===== config.mk =====
export PLATFORM = sky130hd
export DESIGN_NAME = uart_rx_flat
export DESIGN_NICKNAME = d
export VERILOG_FILES = /design/src/rtl/uart_rx_pkg.sv /design/src/rtl/uart_rx_if.sv /design/src/rtl/uart_rx_tick_gen.sv /design/src/rtl/uart_rx.sv /design/src/flat_wrapper.sv
export SDC_FILE = /design/constraint.sdc
export NUM_CORES = 1
export LEC_CHECK = 0
export ABC_AREA = 0
export ABC_CLOCK_PERIOD_IN_PS = 5500
export BUFFER_PORTS_ARGS = -buffer_cell sky130_fd_sc_hd__buf_2
export CAP_MARGIN = 40
export CORE_ASPECT_RATIO = 1.1
export CORE_MARGIN = 5
export CORE_UTILIZATION = 30
export DETAILED_ROUTE_END_ITERATION = 10
export HOLD_SLACK_MARGIN = 0.02
export PLACE_DENSITY = 0.45
export SYNTH_ARGS = -nofsm -noshare
export SYNTH_HDL_FRONTEND = slang
export SYNTH_SLANG_ARGS = --single-unit

===== constraint.sdc =====
create_clock -name clock -period 5.5 [get_ports clock]
set_input_delay 1.375 -clock clock [delete_from_list [all_inputs] [get_ports clock]]
set_output_delay 1.375 -clock clock [all_outputs]
set_load 0.1 [all_outputs]

===== src/rtl/uart_rx_pkg.sv =====
// Shared UART definitions: frame geometry, sampling window and FSM state encoding.
package uart_defs;
    localparam int OVERSAMPLE     = 16;
    localparam int SAMPLE_FIRST   = 7;
    localparam int SAMPLE_LAST    = 9;
    localparam int DATA_BITS      = 8;
    localparam int STOP_BIT_INDEX = 9;

    typedef enum logic [2:0] {
        IDLE    = 3'd0,
        START   = 3'd1,
        DATA    = 3'd2,
        STOP    = 3'd3,
        RECOVER = 3'd4
    } uart_state_t;

    // 2-of-3 majority used for the per-bit decision
    function automatic logic majority3(input logic a, input logic b, input logic c);
        return (a & b) | (a & c) | (b & c);
    endfunction
endpackage


===== src/rtl/uart_rx_if.sv =====
// Receiver-to-controller signal bundle: serial line in, byte/strobes out.
interface uart_rx_if;
    logic       rx;
    logic       received;
    logic [7:0] rx_byte;
    logic       is_receiving;
    logic       recv_error;

    modport master (input rx, output received, output rx_byte, output is_receiving, output recv_error);
    modport slave  (output rx, input received, input rx_byte, input is_receiving, input recv_error);
endinterface


===== src/rtl/uart_rx_tick_gen.sv =====
// Oversample tick generator: one-clock tick every CLOCK_DIVIDE clocks, phase reset by clear.
module uart_tick_gen #(
    parameter int CLOCK_DIVIDE = 78
) (
    input  logic clock,
    input  logic reset_n,
    input  logic clear,
    output logic tick
);
    localparam logic [15:0] LAST = 16'(CLOCK_DIVIDE - 1);

    logic [15:0] count;

    assign tick = (count == LAST);

    // Divider: count 0..CLOCK_DIVIDE-1, restart on terminal count or clear
    always_ff @(posedge clock or negedge reset_n) begin
        if (!reset_n) begin
            count <= '0;
        end else if (clear || tick) begin
            count <= '0;
        end else begin
            count <= count + 16'd1;
        end
    end
endmodule


===== src/rtl/uart_rx.sv =====
// 8N1 UART receiver: 16x oversampling, 3-sample majority vote, valid/error strobes.
module uart_rx
    import uart_defs::*;
#(
    parameter int CLOCK_DIVIDE = 78
) (
    input logic        clock,
    input logic        reset_n,
    uart_rx_if.master  bus
);
    localparam logic [3:0] SUB_LAST  = 4'(OVERSAMPLE - 1);
    localparam logic [3:0] SUB_FIRST = 4'(SAMPLE_FIRST);
    localparam logic [3:0] SUB_MID   = 4'(SAMPLE_FIRST + 1);
    localparam logic [3:0] SUB_DEC   = 4'(SAMPLE_LAST);
    localparam logic [3:0] BIT_LAST  = 4'(DATA_BITS);

    uart_state_t state, next_state;
    logic        sync_p0, rxs;
    logic        tick, clear, decide, maj;
    logic        load_byte, frame_err, shift_en, busy;
    logic [3:0]  sub, bit_idx;
    logic        samp_first, samp_mid;
    logic [7:0]  shreg;

    uart_tick_gen #(.CLOCK_DIVIDE(CLOCK_DIVIDE)) u_tick (
        .clock   (clock),
        .reset_n (reset_n),
        .clear   (clear),
        .tick    (tick)
    );

    assign decide = tick && (sub == SUB_DEC);
    assign maj    = majority3(samp_first, samp_mid, rxs);

    // Two-flop synchroniser for the asynchronous serial line (idles high)
    always_ff @(posedge clock or negedge reset_n) begin
        if (!reset_n) begin
            sync_p0 <= 1'b1;
            rxs     <= 1'b1;
        end else begin
            sync_p0 <= bus.rx;
            rxs     <= sync_p0;
        end
    end

    // State register
    always_ff @(posedge clock or negedge reset_n) begin
        if (!reset_n) state <= IDLE;
        else          state <= next_state;
    end

    // Next-state logic; STOP returns to IDLE at mid-stop so a following start edge is caught
    always_comb begin
        next_state = state;
        case (state)
            IDLE:    if (!rxs) next_state = START;
            START:   if (decide) next_state = maj ? IDLE : DATA;
            DATA:    if (decide && (bit_idx == BIT_LAST)) next_state = STOP;
            STOP:    if (decide) next_state = maj ? IDLE : RECOVER;
            RECOVER: if (rxs) next_state = IDLE;
            default: next_state = IDLE;
        endcase
    end

    // Output decode from state and the bit decision
    always_comb begin
        clear     = (state == IDLE);
        busy      = (state != IDLE);
        shift_en  = (state == DATA) && decide;
        load_byte = (state == STOP) && decide && maj;
        frame_err = (state == STOP) && decide && !maj;
    end

    assign bus.is_receiving = busy;

    // Frame position counters, held at zero while idle so they align to the start edge
    always_ff @(posedge clock or negedge reset_n) begin
        if (!reset_n) begin
            sub     <= '0;
            bit_idx <= '0;
        end else if (clear) begin
            sub     <= '0;
            bit_idx <= '0;
        end else if (tick) begin
            if (sub == SUB_LAST) begin
                sub     <= '0;
                bit_idx <= bit_idx + 4'd1;
            end else begin
                sub <= sub + 4'd1;
            end
        end
    end

    // Sample capture and LSB-first shift register (datapath, no reset needed)
    always_ff @(posedge clock) begin
        if (tick && (sub == SUB_FIRST)) samp_first <= rxs;
        if (tick && (sub == SUB_MID))   samp_mid   <= rxs;
        if (shift_en)                   shreg      <= {maj, shreg[7:1]};
    end

    // Registered output strobes and held byte
    always_ff @(posedge clock or negedge reset_n) begin
        if (!reset_n) begin
            bus.received   <= 1'b0;
            bus.recv_error <= 1'b0;
            bus.rx_byte    <= 8'h00;
        end else begin
            bus.received   <= load_byte;
            bus.recv_error <= frame_err;
            if (load_byte) bus.rx_byte <= shreg;
        end
    end
endmodule


===== src/flat_wrapper.sv =====
// flat-port wrapper written by rule: the top's interface ports become plain ports
module uart_rx_flat import uart_defs::*;
#(
    parameter int CLOCK_DIVIDE = 78
)
  (clock, reset_n, bus_rx, bus_received, bus_rx_byte, bus_is_receiving, bus_recv_error);
  uart_rx_if bus_i ();
  input logic clock;
  input logic reset_n;
  input wire logic [$bits(bus_i.rx)-1:0] bus_rx;
  output wire logic [$bits(bus_i.received)-1:0] bus_received;
  output wire logic [$bits(bus_i.rx_byte)-1:0] bus_rx_byte;
  output wire logic [$bits(bus_i.is_receiving)-1:0] bus_is_receiving;
  output wire logic [$bits(bus_i.recv_error)-1:0] bus_recv_error;
  assign bus_i.rx = bus_rx;
  assign bus_received = bus_i.received;
  assign bus_rx_byte = bus_i.rx_byte;
  assign bus_is_receiving = bus_i.is_receiving;
  assign bus_recv_error = bus_i.recv_error;
  uart_rx #(.CLOCK_DIVIDE(CLOCK_DIVIDE)) u_core (.clock(clock), .reset_n(reset_n), .bus(bus_i));
endmodule

Word-level counts from Yosys, hierarchy flattened. Index checks and enable logic that the tools add are counted.

Bits in registers: 49.

$add $sub $neg: 3. Equality and inequality tests: 15. Multiplexer cells: 15. Bitwise logic cells: 5. Reduce and logical (&&, ||, !) cells: 16.

Operator list (number): 2-to-1 mux 4 bit (6); 2-to-1 mux 3 bit (6); adder 16 x 1 -> 16 bit (second input constant) (1); == test 16 x 7 -> 1 bit (second input constant) (1); == test 4 bit (second input constant) (4); 2-to-1 mux 16 bit (1); case mux 3 bit (5 select lines) (1); adder 4 x 1 -> 4 bit (second input constant) (2); logical AND 1 bit (8); != test 2 x 1 -> 1 bit (second input constant) (4); == test 3 x 2 -> 1 bit (second input constant) (2); AND reduction 5 bit (1); == test 4 x 3 -> 1 bit (second input constant) (1); nonzero test 2 bit (2); AND 1 bit (3); == test 3 x 1 -> 1 bit (second input constant) (1); == test 3 bit (second input constant) (1); zero test 3 bit (1); nonzero test 3 bit (1); 2-to-1 mux 2 bit (1); != test 2 bit (second input constant) (1); bitwise OR 1 bit (2); AND reduction 2 bit (1); zero test 1 bit (1); logical OR 1 bit (1).

Logic depth before layout (Yosys ltp). Gate-level depths: netlist (run 1).

Depth in word-level cells: 6. Mapped depth: 8. Gate-level depth less buffers: 6.

By module. Synthesis (run 1) repeated with hierarchy kept, for this count alone.

Cell total of the unflattened synthesis: 185. Area, all modules: 2210.9 sq um.

Modules (own cells, without submodules): uart_rx (times used 1, cells each 103, area an instance 1400.1 sq um); uart_tick_gen (times used 1, cells each 82, area an instance 810.8 sq um).

Worst setup path before layout (run 1). Ideal clock, no wire load.

Kind: register -> output. Start: register u_core.state[1]. End: output bus_is_receiving. Data arrival time: 1304 ps. Data required time: 4125 ps. Slack: 2821 ps. Cell stages (with the launch flop): 3. Cell sequence: dfrtp_1 > nor3_2 > inv_1.

Word-level cells in the longest chain between the ends: 1.

RTL lines: start: declaration (line uart_rx.sv:17) `uart_state_t state, next_state;`; start signal: assignment (line uart_rx.sv:49) `else state <= next_state;`; nonzero test 3 bit (line uart_rx.sv:68) `busy = (state != IDLE);`; end: declaration (line flat_wrapper.sv:13) `output wire logic [$bits(bus_i.is_receiving)-1:0] bus_is_receiving;`.

Every way passes these cells.

Worst setup path after layout (run 1). Same ends and word-level chain as after synthesis.

==> impl_results.md, run 1 <==
* Largest family of logic cells by synthesized area: simple AND/OR/NAND/NOR gates
* Num ports at 14
* Gate power share at 1.4%
* Area contributors post-synth: dfrtp_1, edfxtp_1, xnor2_1, mux2_2, nor2_1
* Hold worst-path end: u_core.rxs
* Type of origin of the critical path: register
* Post-CTS Setup Inserts at 0
* Fillers at 745
* Worst Tran Pin Value at around 590 ps
* R2R Setup Slk at 3250 ps
* Reg power frac at 57.2%
* Post-synthesis compound-gate area fraction at 5.344%
* Starting Density at 30.70%
* Simple-gate share of the synthesized area at 22.52%
* Post-layout util at 34.71%
* Leakage power at ~0.0011 uW
* Via count at 1,532
* Met1 usage at 12.68%
* Dominant cell type by area after synthesis: dfrtp_1
* Fin crit period at 3125 ps
* Clock share of power at 41.4%
* First-pass GRT wire length at 7541 um
* TritonRoute pass-1 iters at 4
* YS warnings at 0
* Internal at slightly above 500 uW
* H-tree levels at 2
* Root Buffer: clkbuf_8
* Share of post-route cells with drive strength above 1 at 17.65%
* DRC at 0
* Number of flops mapped to enable cells by yosys at 10
* CTS resizes at 0
* Crit path required time at 4120 ps
* Worst-Skew Late Latency at just over 300 ps
* Row count at 33
* Post-Syn Nets at 215
* Fraction of registers with async set/reset at between 70% and 80%
* Max_slew headroom at about three fifths
* Synth cell count leaders: dfrtp_1, nor2_1, nand3_1
* Synth unique cells at 36
* Congestion Overflow GR at 0
* Outcome: complete, no violations
* GRT met3 Usage at 2.600%
* Post-DP HPWL at between 3000 and 4000 um
* CP Capture Type: output port
* Non-Filler Instances at 326
* Die area at 9500 sq um
* Cell Pwr Density at 250.1 nW/um^2
* Yosys reg bits at 49
* Nets@finish at 230
* Num CTS Buffers at 5
* HP Class: register to register
* Post-synthesis cell count at approximately 210
* Vias in the first global route at 1,544
* Synth Area in Adders at 3.817%
* FF-to-FF End: u_core.shreg[0]
* CTS tree: yes
* Number of DRC markers in iteration 0 at 52
* Slowest cell on crit path: nor3_2
* CP Max Fanout at 9
* Sw Ratio at 21.13%
* Worst hold margin at around 360 ps
* FMAX at 320.0 MHz
* Cells on Worst Hold Path at 0
* RSZ-0062 raised after global routing: no
* CP peak stage delay at 540 ps
* Post-synthesis sequential area ratio at 55.73%
* Final Wtd Congestion at ~0.74
* CP Data Arrival Time at approximately 1800 ps
* Largest net degree at the start of global routing at 25
* Max-cap viol count at 0
* Routed WL at roughly 4300 um
* RR Startpoint: u_core.u_tick.count[1]
* All-layer global routing usage at 10.21%
* Final Hold Viols at 0
* Antenna cells at 0
* Worst Skew at 11.28 ps
* Part of the cycle the worst path needs at between 50% and 60%
* Clock-pin slew on the worst setup and hold paths at 90 ps
* CP cell instances: nor3_2 > inv_1 > buf_2
* Hold_sp: u_core.sync_p0
* Busiest grt layer: met2
* Die width at 93.39 um
* Placed Cells at ~320
* Port-buffer cells at 13
* Clock buffer depth at 2
* Vert. Die Dim at 101.7 um
* Depth of the most critical reg-to-reg path at 6
* Most used DFF post-synth: dfrtp_1
* Initial antenna violation count at 0
* Total core area at 7473 sq um
* DRT antenna net count at 0
* Clk sinks at around 50
* Vias per inst at 4.699
* Most frequent cell after synthesis: dfrtp_1
* Drt wl/cell at 13.32 um
* Slew Limit Fails at 0
* Worst IR drop on VDD at 0.09889 mV
* Syn Area/Cell at 11.19 sq um
* Crit Path Class: register to output port
* Final Setup Violations at 0
* Met2 Use GR at 16.72%
* Cell Area, Synth at 2295 sq um
* Top cell type's share of synthesized area at 40.35%
* Net switching power at around 140 uW
* Hold buffer count at CTS at 0
* Final TNS setup at 0 ps
* Fraction of synthesized area in multiplexers at 3.926%
* Area growth from synthesis to layout at 13.03%
* Post-Synth XOR/XNOR Area at 5.344%
routing by layer:
layer	routed length (um)	vias up
met5	0	-
met3	136	6
met2	2065	19
met4	84	0
met1	2054	754
li1	-	753
power by group through the flow:
stage | clock (uW) | combinational, uW | sequential (uW)
after detailed placement | 0 | 9.59 | 379
after global routing | 297 | 10.7 | 371
after CTS | 282 | 9.62 | 371
final | 269 | 8.86 | 371
after floorplan | 0 | 0.719 | 378
after global placement | 0 | 7.83 | 379
critical path, delay by kind of cell (launching register included):
family | cells | cell delay [ps]
flops | 1 | 460
simple gates | 1 | 540
buf+inv | 2 | 450
area by class of cell:
class                      instances  area (sq um)  area share, %
sequential                        49          1279          49.30
clock buffer                       5         68.82          2.653
multi-input combinational        139         939.7          36.23
tap                              105         131.4          5.065
timing repair buffer              15         90.09          3.473
clock inverter                     3         47.55          1.833
inverter                          10         37.54          1.447
flip-flops by register name, summed over array words and instances, names as in the netlist:
signal	cells
u_core.sync_p0	1
u_core.state	3
u_core.bit_idx	4
u_core.u_tick.count	16
u_core.samp_first	1
u_core.bus.recv_error	1
u_core.samp_mid	1
u_core.sub	4
u_core.rxs	1
u_core.bus.rx_byte	8
u_core.bus.received	1
u_core.shreg	8
cell usage in the layout (no fill, tap or decap), types with 8 or more instances in the layout:
cell type / n
nand2_1: 11
mux2_2: 8
xnor2_1: 11
nor2_1: 24
a21oi_1: 10
dfrtp_1: 37
inv_1: 10
buf_2: 14
edfxtp_1: 10
o21ai_0: 8
nand3_1: 12
logic make-up after synthesis:
logic type / Yosys count
fa+ha+maj: 7
mux: 8
compound gates: 22
flops: 49
simple gates: 88
xor+xnor: 14
buf+inv: 17
stage by stage:
stage | setup WS, ps | area (sq um) | total power [uW]
global placement | 2695 | 2452 | 386.3
global route | 2228 | 2594 | 679.1
detailed placement | 2692 | 2477 | 388.1
finish | 2375 | 2594 | 648.7
CTS | 2323 | 2594 | 662.6
floorplan | 2821 | 2295 | 379.1
how the worst max path moves through the flow:
stage	cells past startpoint	endpoint	slack, ps	from
after floorplan	2	bus_is_receiving	2820	u_core.state[1]
after CTS	3	bus_is_receiving	2320	u_core.state[1]
after global placement	3	bus_is_receiving	2700	u_core.state[1]
after detailed placement	3	bus_is_receiving	2690	u_core.state[1]
after global routing	3	bus_is_receiving	2230	u_core.state[1]
final	3	bus_is_receiving	2370	u_core.state[1]
(Power assumes the default switching activity.)
==> run 2: changes to the inputs <==
--- a/config.mk
+++ b/config.mk
@@ -5,8 +5,8 @@
 export SDC_FILE = /design/constraint.sdc
 export NUM_CORES = 1
 export LEC_CHECK = 0
-export ABC_AREA = 0
-export ABC_CLOCK_PERIOD_IN_PS = 5500
+export ABC_AREA = 1
+export ABC_CLOCK_PERIOD_IN_PS = 2650
 export BUFFER_PORTS_ARGS = -buffer_cell sky130_fd_sc_hd__buf_2
 export CAP_MARGIN = 40
 export CORE_ASPECT_RATIO = 1.1
@@ -14,7 +14,7 @@
 export CORE_UTILIZATION = 30
 export DETAILED_ROUTE_END_ITERATION = 10
 export HOLD_SLACK_MARGIN = 0.02
-export PLACE_DENSITY = 0.45
+export PLACE_DENSITY = 0.47
 export SYNTH_ARGS = -nofsm -noshare
 export SYNTH_HDL_FRONTEND = slang
 export SYNTH_SLANG_ARGS = --single-unit
==> constraint.sdc (replaced) <==
create_clock -name clock -period 2.65 [get_ports clock]
set_input_delay 0.6625 -clock clock [delete_from_list [all_inputs] [get_ports clock]]
set_output_delay 0.6625 -clock clock [all_outputs]
set_load 0.1 [all_outputs]
==> run 2 against run 1 <==
- sequential power up 110%
- sequential share of layout area down 1.7 points
- non-clock buffer count down 1
- clock skew down 8.4 ps
- final cell count up 24%
- clock-buffer cell count unchanged
- critical path type unchanged
- largest power group unchanged
==> impl_results.md, run 2 <==
* HP Class: input pin to async pin
* Crit Path Class: register to output port
* CP Data Arrival Time at 1510 ps (-240 ps)
* Met2 Use GR at 15.71% (-1.0 points)
* Most used DFF post-synth: dfrtp_1
* Routed WL at 4471 um (+3.0%)
* Area contributors post-synth: dfrtp_1, edfxtp_1, nand2_1, nor2_1, inv_1
* Vert. Die Dim at 103.8 um (+2.0%)
* Synth cell count leaders: nand2_1, nor2_1, dfrtp_1
* Most common cell after layout, fill and taps aside: nand2_1
* Largest net degree at the start of global routing at 31 (+24%)
* DRT antenna net count at 0 (unchanged)
* Num CTS Buffers at 5 (unchanged)
* CP Capture Type: output port
* Synth unique cells at 27 (-25%)
* Commonest non-fill, non-tap cells in the layout: nand2_1, nor2_1, dfrtp_1
* Worst-Skew Late Latency at 300 ps (about the same)
* Reg with most FFs: u_core.u_tick.count
* TritonRoute pass-1 iters at 4 (unchanged)
* Post-synthesis sequential area ratio at 53.31% (-2.4 points)
* Fraction of registers with async set/reset at 79.59% (unchanged)
* Number of flops mapped to enable cells by yosys at 10 (unchanged)
* Row count at 34 (+3.0%)
* Met1 usage at 14.03% (+1.4 points)
* Clock buffer depth at 2 (unchanged)
* Post-DP HPWL at 3298 um (+6.7%)
* Clk sinks at 49 (unchanged)
* Cell Area, Synth at 2399 sq um (+4.5%)
* All-layer global routing usage at 10.20% (about the same)
* Crit path required time at 1990 ps (-2130 ps)
* Nets@finish at 306 (+33%)
* RSZ-0062 raised after global routing: no
* Cell Pwr Density at 464.1 nW/um^2 (+86%)
* Port-buffer cells at 13 (unchanged)
* Vias per inst at 4.365 (-7.1%)
* Fillers at 830 (+11%)
* Worst hold margin at 209.4 ps (-151.6 ps)
* Worst Skew at 2.889 ps (-8.387 ps)
* Vias in the first global route at 1,752 (+13%)
* Root Buffer: clkbuf_8
* YS warnings at 0 (unchanged)
* Final Setup Violations at 0 (unchanged)
* Number of DRC markers in iteration 0 at 85 (+63%)
* Fin crit period at between 2000 and 2500 ps
* CP Max Fanout at 10 (+1)
* Post-layout util at 34.17% (-0.54 points)
* Hold buffer count at CTS at 0 (unchanged)
* Post-synthesis cell count at 276 (+35%)
* Drt wl/cell at 11.04 um (-17%)
* Top cell type's share of synthesized area at 38.60% (-1.7 points)
* Via count at 1,768 (+15%)
* Max-cap viol count at 0 (unchanged)
* Dominant cell type by area after synthesis: dfrtp_1
* R2R Setup Slk at 680 ps (-2570 ps)
* Final Wtd Congestion at 0.8056 (+8.6%)
* GRT met3 Usage at 1.595% (-1.0 points)
* Outcome: complete, no violations
* Share of post-route cells with drive strength above 1 at 15.82% (-1.8 points)
* Die width at 95.26 um (+2.0%)
* Num ports at 14 (unchanged)
* Type of origin of the critical path: register
* Worst Tran Pin Value at 638.5 ps (+49.26 ps)
* Clock-pin slew on the worst setup and hold paths at 100 ps (about the same)
* Busiest grt layer: met2
* Part of the cycle the worst path needs at 81.85%
* Post-Syn Nets at 286 (+33%)
* FMAX at 461.0 MHz
* Leakage power at 0.001282 uW (+20%)
* Syn Area/Cell at 8.690 sq um (-22%)
* Congestion Overflow GR at 0 (unchanged)
* Die area at 9886 sq um (+4.1%)
* H-tree levels at 2 (unchanged)
* Max_slew headroom at 57.28% (-3.3 points)
* Starting Density at 30.48% (-0.23 points)
* Final Hold Viols at 0 (unchanged)
* First-pass GRT wire length at 8107 um (+7.5%)
* Most frequent cell after synthesis: nand2_1
* DRC at 0 (unchanged)
* Final TNS setup at 0 ps (unchanged)
* CTS tree: yes
* Total core area at 7870 sq um (+5.3%)
* Slew Limit Fails at 0 (unchanged)
* Post-CTS Setup Inserts at 0 (unchanged)
* Initial antenna violation count at 0 (unchanged)
* Yosys reg bits at 49 (unchanged)
* Area growth from synthesis to layout at 12.10%
* Worst IR drop on VDD at 0.1536 mV (+55%)
* CTS resizes at 0 (unchanged)
* Antenna cells at 0 (unchanged)
* Max reg flops at 16 (unchanged)
* Biggest regs: u_core.u_tick.count (16), u_core.bus.rx_byte (8), u_core.shreg (8)
==> run 2: per-stage QoR <==
step	power [uW]	area, sq um	std cells	worst slack, ps
detailed placement	803.4	2595	397	629.0
CTS	1278	2689	405	463.4
finish	1248	2689	405	480.9
floorplan	786.7	2399	276	897.3
global route	1312	2689	405	395.6
global placement	802.8	2595	397	715.8
==> run 2: per-layer routing <==
metal,share of wire [%],vias to the layer above
li1,-,920
met1,49,817
met2,46,23
met3,2.9,8
met4,2.1,0
met5,0,-
==> run 2: area by class of cell <==
type | count | area, sq um | share of cell area [%]
Sequential cell | 49 | 1279 | 47.56
Multi-Input combinational cell | 193 | 974.7 | 36.25
Tap cell | 108 | 135.1 | 5.026
Inverter | 33 | 133.9 | 4.979
Timing Repair Buffer | 14 | 72.57 | 2.699
Clock buffer | 5 | 68.82 | 2.559
Clock inverter | 3 | 25.02 | 0.9307
==> run 2: path summary, 6_finish.rpt <==
kind / startpoint / to / cells past startpoint
setup / recovery: u_core.state[2] / bus_is_receiving / 3
hold / removal: reset_n / u_core.u_tick.count[6] / 1
setup reg to reg: u_core.u_tick.count[1] / u_core.shreg[1] / 8
hold reg to reg: u_core.sync_p0 / u_core.rxs / 0
max in group asynchronous: reset_n / u_core.rxs / 2
min in group clock: u_core.sync_p0 / u_core.rxs / 0
==> run 2: logic make-up after synthesis <==
kind of cell	share of synthesized area [%]
and+or+nand+nor	30.99
buffers and inverters	6.051
DFF	53.31
AOI/OAI and AO/OA	4.173
adders and majority gates	3.651
xor gates and xnor gates	1.826
==> run 2: power breakdown <==
group	internal, uW	total, uW	switching, uW
clock network	193	461	269
registers	769	770	1.12
logic	2.51	16.2	13.7
==> run 2: worst max-delay path: stages, from the launching register on <==
cell,delay (ps)
dfrtp_1,450
nor2_2,90
nand2_2,190
buf_2,470
==> run 3: changes to the inputs <==
--- a/config.mk
+++ b/config.mk
@@ -5,8 +5,8 @@
 export SDC_FILE = /design/constraint.sdc
 export NUM_CORES = 1
 export LEC_CHECK = 0
-export ABC_AREA = 1
-export ABC_CLOCK_PERIOD_IN_PS = 2650
+export ABC_AREA = 0
+export ABC_CLOCK_PERIOD_IN_PS = 2300
 export BUFFER_PORTS_ARGS = -buffer_cell sky130_fd_sc_hd__buf_2
 export CAP_MARGIN = 40
 export CORE_ASPECT_RATIO = 1.1
@@ -14,7 +14,7 @@
 export CORE_UTILIZATION = 30
 export DETAILED_ROUTE_END_ITERATION = 10
 export HOLD_SLACK_MARGIN = 0.02
-export PLACE_DENSITY = 0.47
+export PLACE_DENSITY = 0.45
 export SYNTH_ARGS = -nofsm -noshare
 export SYNTH_HDL_FRONTEND = slang
 export SYNTH_SLANG_ARGS = --single-unit
==> constraint.sdc (replaced) <==
create_clock -name clock -period 2.3 [get_ports clock]
set_input_delay 0.575 -clock clock [delete_from_list [all_inputs] [get_ports clock]]
set_output_delay 0.575 -clock clock [all_outputs]
set_load 0.1 [all_outputs]
==> run 3 against run 2 <==
- worst setup slack worse by 200 ps
- final cell count down 18%
- sequential cell count unchanged
- sequential share of layout area up 1.3 points
==> impl_results.md, run 3 (synthesized netlist as in run 1, its figures left out) <==
* Outcome: complete, no violations
* Antenna cells at 0 (unchanged)
* Clock-pin slew on the worst setup and hold paths at 110 ps (about the same)
* CP Max Fanout at 7 (-3)
* HP Class: input pin to async pin
* Met3 WL at 165 um (+28%)
* H-tree levels at 2 (unchanged)
* Post-Layout Inst Area at 2615 sq um (-2.7%)
* Vert. Die Dim at 101.7 um (-2.0%)
* All-layer global routing usage at 10.38% (+0.17 points)
* Max Used Layer: met4
* Worst Tran Pin Value at 543.8 ps (-94.74 ps)
* RR Startpoint: u_core.u_tick.count[1]
* Fin crit period at 2020 ps
* CTS tree: yes
* CP peak stage delay at 480 ps (about the same)
* First-pass GRT wire length at 7610 um (-6.1%)
* Depth of the most critical reg-to-reg path at 6 (-2)
* Starting Density at 30.70% (+0.23 points)
* Reg with most FFs: u_core.u_tick.count
* CP cell instances: nor3_2 > inv_1 > buf_2
* Post-layout util at 34.99% (+0.83 points)
* Slowest cell on crit path: dfrtp_1
* Area of the multi-input gates at 939.7 sq um (-3.6%)
* Max-cap viol count at 0 (unchanged)
* Die width at 93.39 um (-2.0%)
* Total core area at 7473 sq um (-5.0%)
* Via count at 1,540 (-13%)
* FMAX at between 400 and 500 MHz
* DRT antenna net count at 0 (unchanged)
* Number of DRC markers in iteration 0 at 83 (-2.4%)
* Final TNS setup at 0 ps (unchanged)
* Commonest non-fill, non-tap cells in the layout: dfrtp_1, nor2_1, buf_2
* Clock buffer depth at 2 (unchanged)
* Vias in the first global route at 1,476 (-16%)
* Crit path required time at 1730 ps (-260 ps)
* Root Buffer: clkbuf_8
* Initial antenna violation count at 0 (unchanged)
* Largest net degree at the start of global routing at 22 (-29%)
* Seq. cell area at 1279 sq um (unchanged)
* FF-to-FF End: u_core.state[1]
* CP Capture Type: output port
* Worst IR drop on VDD at 0.2767 mV (+80%)
* Fillers at 764 (-8.0%)
* Max reg flops at 16 (unchanged)
* Max_slew headroom at 63.37% (+6.1 points)
* Worst hold margin at 212.4 ps (+3.016 ps)
* Share of post-route cells with drive strength above 1 at 19.47% (+3.6 points)
* Final Setup Violations at 0 (unchanged)
* Area growth from synthesis to layout at 13.96%
* Slew Limit Fails at 0 (unchanged)
* Drt wl/cell at 13.47 um (+22%)
* Routed WL at 4459 um (-0.27%)
* Row count at 33 (-2.9%)
* RSZ-0062 raised after global routing: no
* Final Wtd Congestion at 0.7563 (-6.1%)
* Vias per inst at 4.653 (+6.6%)
* Cell Pwr Density at 559.4 nW/um^2 (+21%)
* Die area at 9500 sq um (-3.9%)
* DRT met1 WL at 2224 um (+1.2%)
* Worst Skew at 12.71 ps (+9.818 ps)
* Met2 wire len at 2002 um (-2.2%)
* Placed instance area at 2517 sq um (-3.0%)
* Nets@finish at 235 (-23%)
* Crit Path Class: register to output port
* R2R Setup Slk at 320 ps (-360 ps)
* Num CTS Buffers at 5 (unchanged)
* Port-buffer cells at 13 (unchanged)
* CTS resizes at 0 (unchanged)
* DRC at 0 (unchanged)
* CP Data Arrival Time at 1450 ps (-60 ps)
* Congestion Overflow GR at 0 (unchanged)
* Post-DP HPWL at 3130 um (-5.1%)
* Clk sinks at 49 (unchanged)
* Final Hold Viols at 0 (unchanged)
* Biggest regs: u_core.u_tick.count (16), u_core.bus.rx_byte (8), u_core.shreg (8)
* Num ports at 14 (unchanged)
* TritonRoute pass-1 iters at 4 (unchanged)
* Hold buffer count at CTS at 0 (unchanged)
* Most common cell after layout, fill and taps aside: dfrtp_1
* Leakage power at 0.001087 uW (-15%)
* Part of the cycle the worst path needs at 87.84%
* Worst-Skew Late Latency at 310 ps (about the same)
* Type of origin of the critical path: register
* Post-CTS Setup Inserts at 0 (unchanged)
## run 3: cell count changes in the layout (fill, tap and decap cells not counted), moves of 4 or more
cell,delta
mux2_2,+8
nor2_2,-5
nand3_1,-4
nand3b_1,+4
xnor2_1,+11
nor4_1,+4
o21ai_1,-6
inv_1,-15
buf_4,+5
nand2_1,-62
inv_2,-6
nor2_1,-16
## run 3: worst max-delay path by stage
stage	from	endpoint	slack [ps]	depth (start not counted)
2_1_floorplan	u_core.u_tick.count[1]	u_core.shreg[0]	190	5
3_3_place_gp	u_core.u_tick.count[1]	u_core.state[1]	370	6
3_5_place_dp	u_core.u_tick.count[1]	u_core.bus.rx_byte[0]	340	7
4_1_cts	u_core.state[1]	bus_is_receiving	270	3
5_1_grt	u_core.u_tick.count[1]	u_core.bus.rx_byte[0]	130	7
6_report	u_core.state[1]	bus_is_receiving	280	3
## run 3: cell type report
class / count / area share [%]
clock buffer: 5 / 2.632
clock inverter: 3 / 1.100
inverter: 10 / 1.435
multi-input combinational: 139 / 35.93
sequential: 49 / 48.90
tap: 105 / 5.024
timing repair buffer: 20 / 4.976
## run 3: critical path, delay by kind of cell, from the launching register on
family	cells	cell delay (ps)
AND/OR/NAND/NOR	1	270
buffers and inverters	2	390
flip-flops	1	480
## run 3: metal layers
layer / up-vias / GRT usage [%]
li1: 768 / -
met3: 6 / 2.972
met2: 26 / 15.18
met1: 740 / 14.45
met5: - / 0
met4: 0 / 4.171
## run 3: stage by stage
stage                     instances  power [uW]  worst slack [ps]
after floorplan                 205       906.6             186.9
after global placement          323       928.3             371.5
after detailed placement        323       928.0             335.4
after CTS                       331        1491             266.0
after global routing            331        1534             125.9
final                           331        1463             279.6
## run 3: power by group
group	total, uW	internal [uW]	leakage, uW	switching (uW)
combinational	21.2	5.13	0.000422	16.1
clock	554	228	0.0000506	326
sequential	887	886	0.000615	1.28
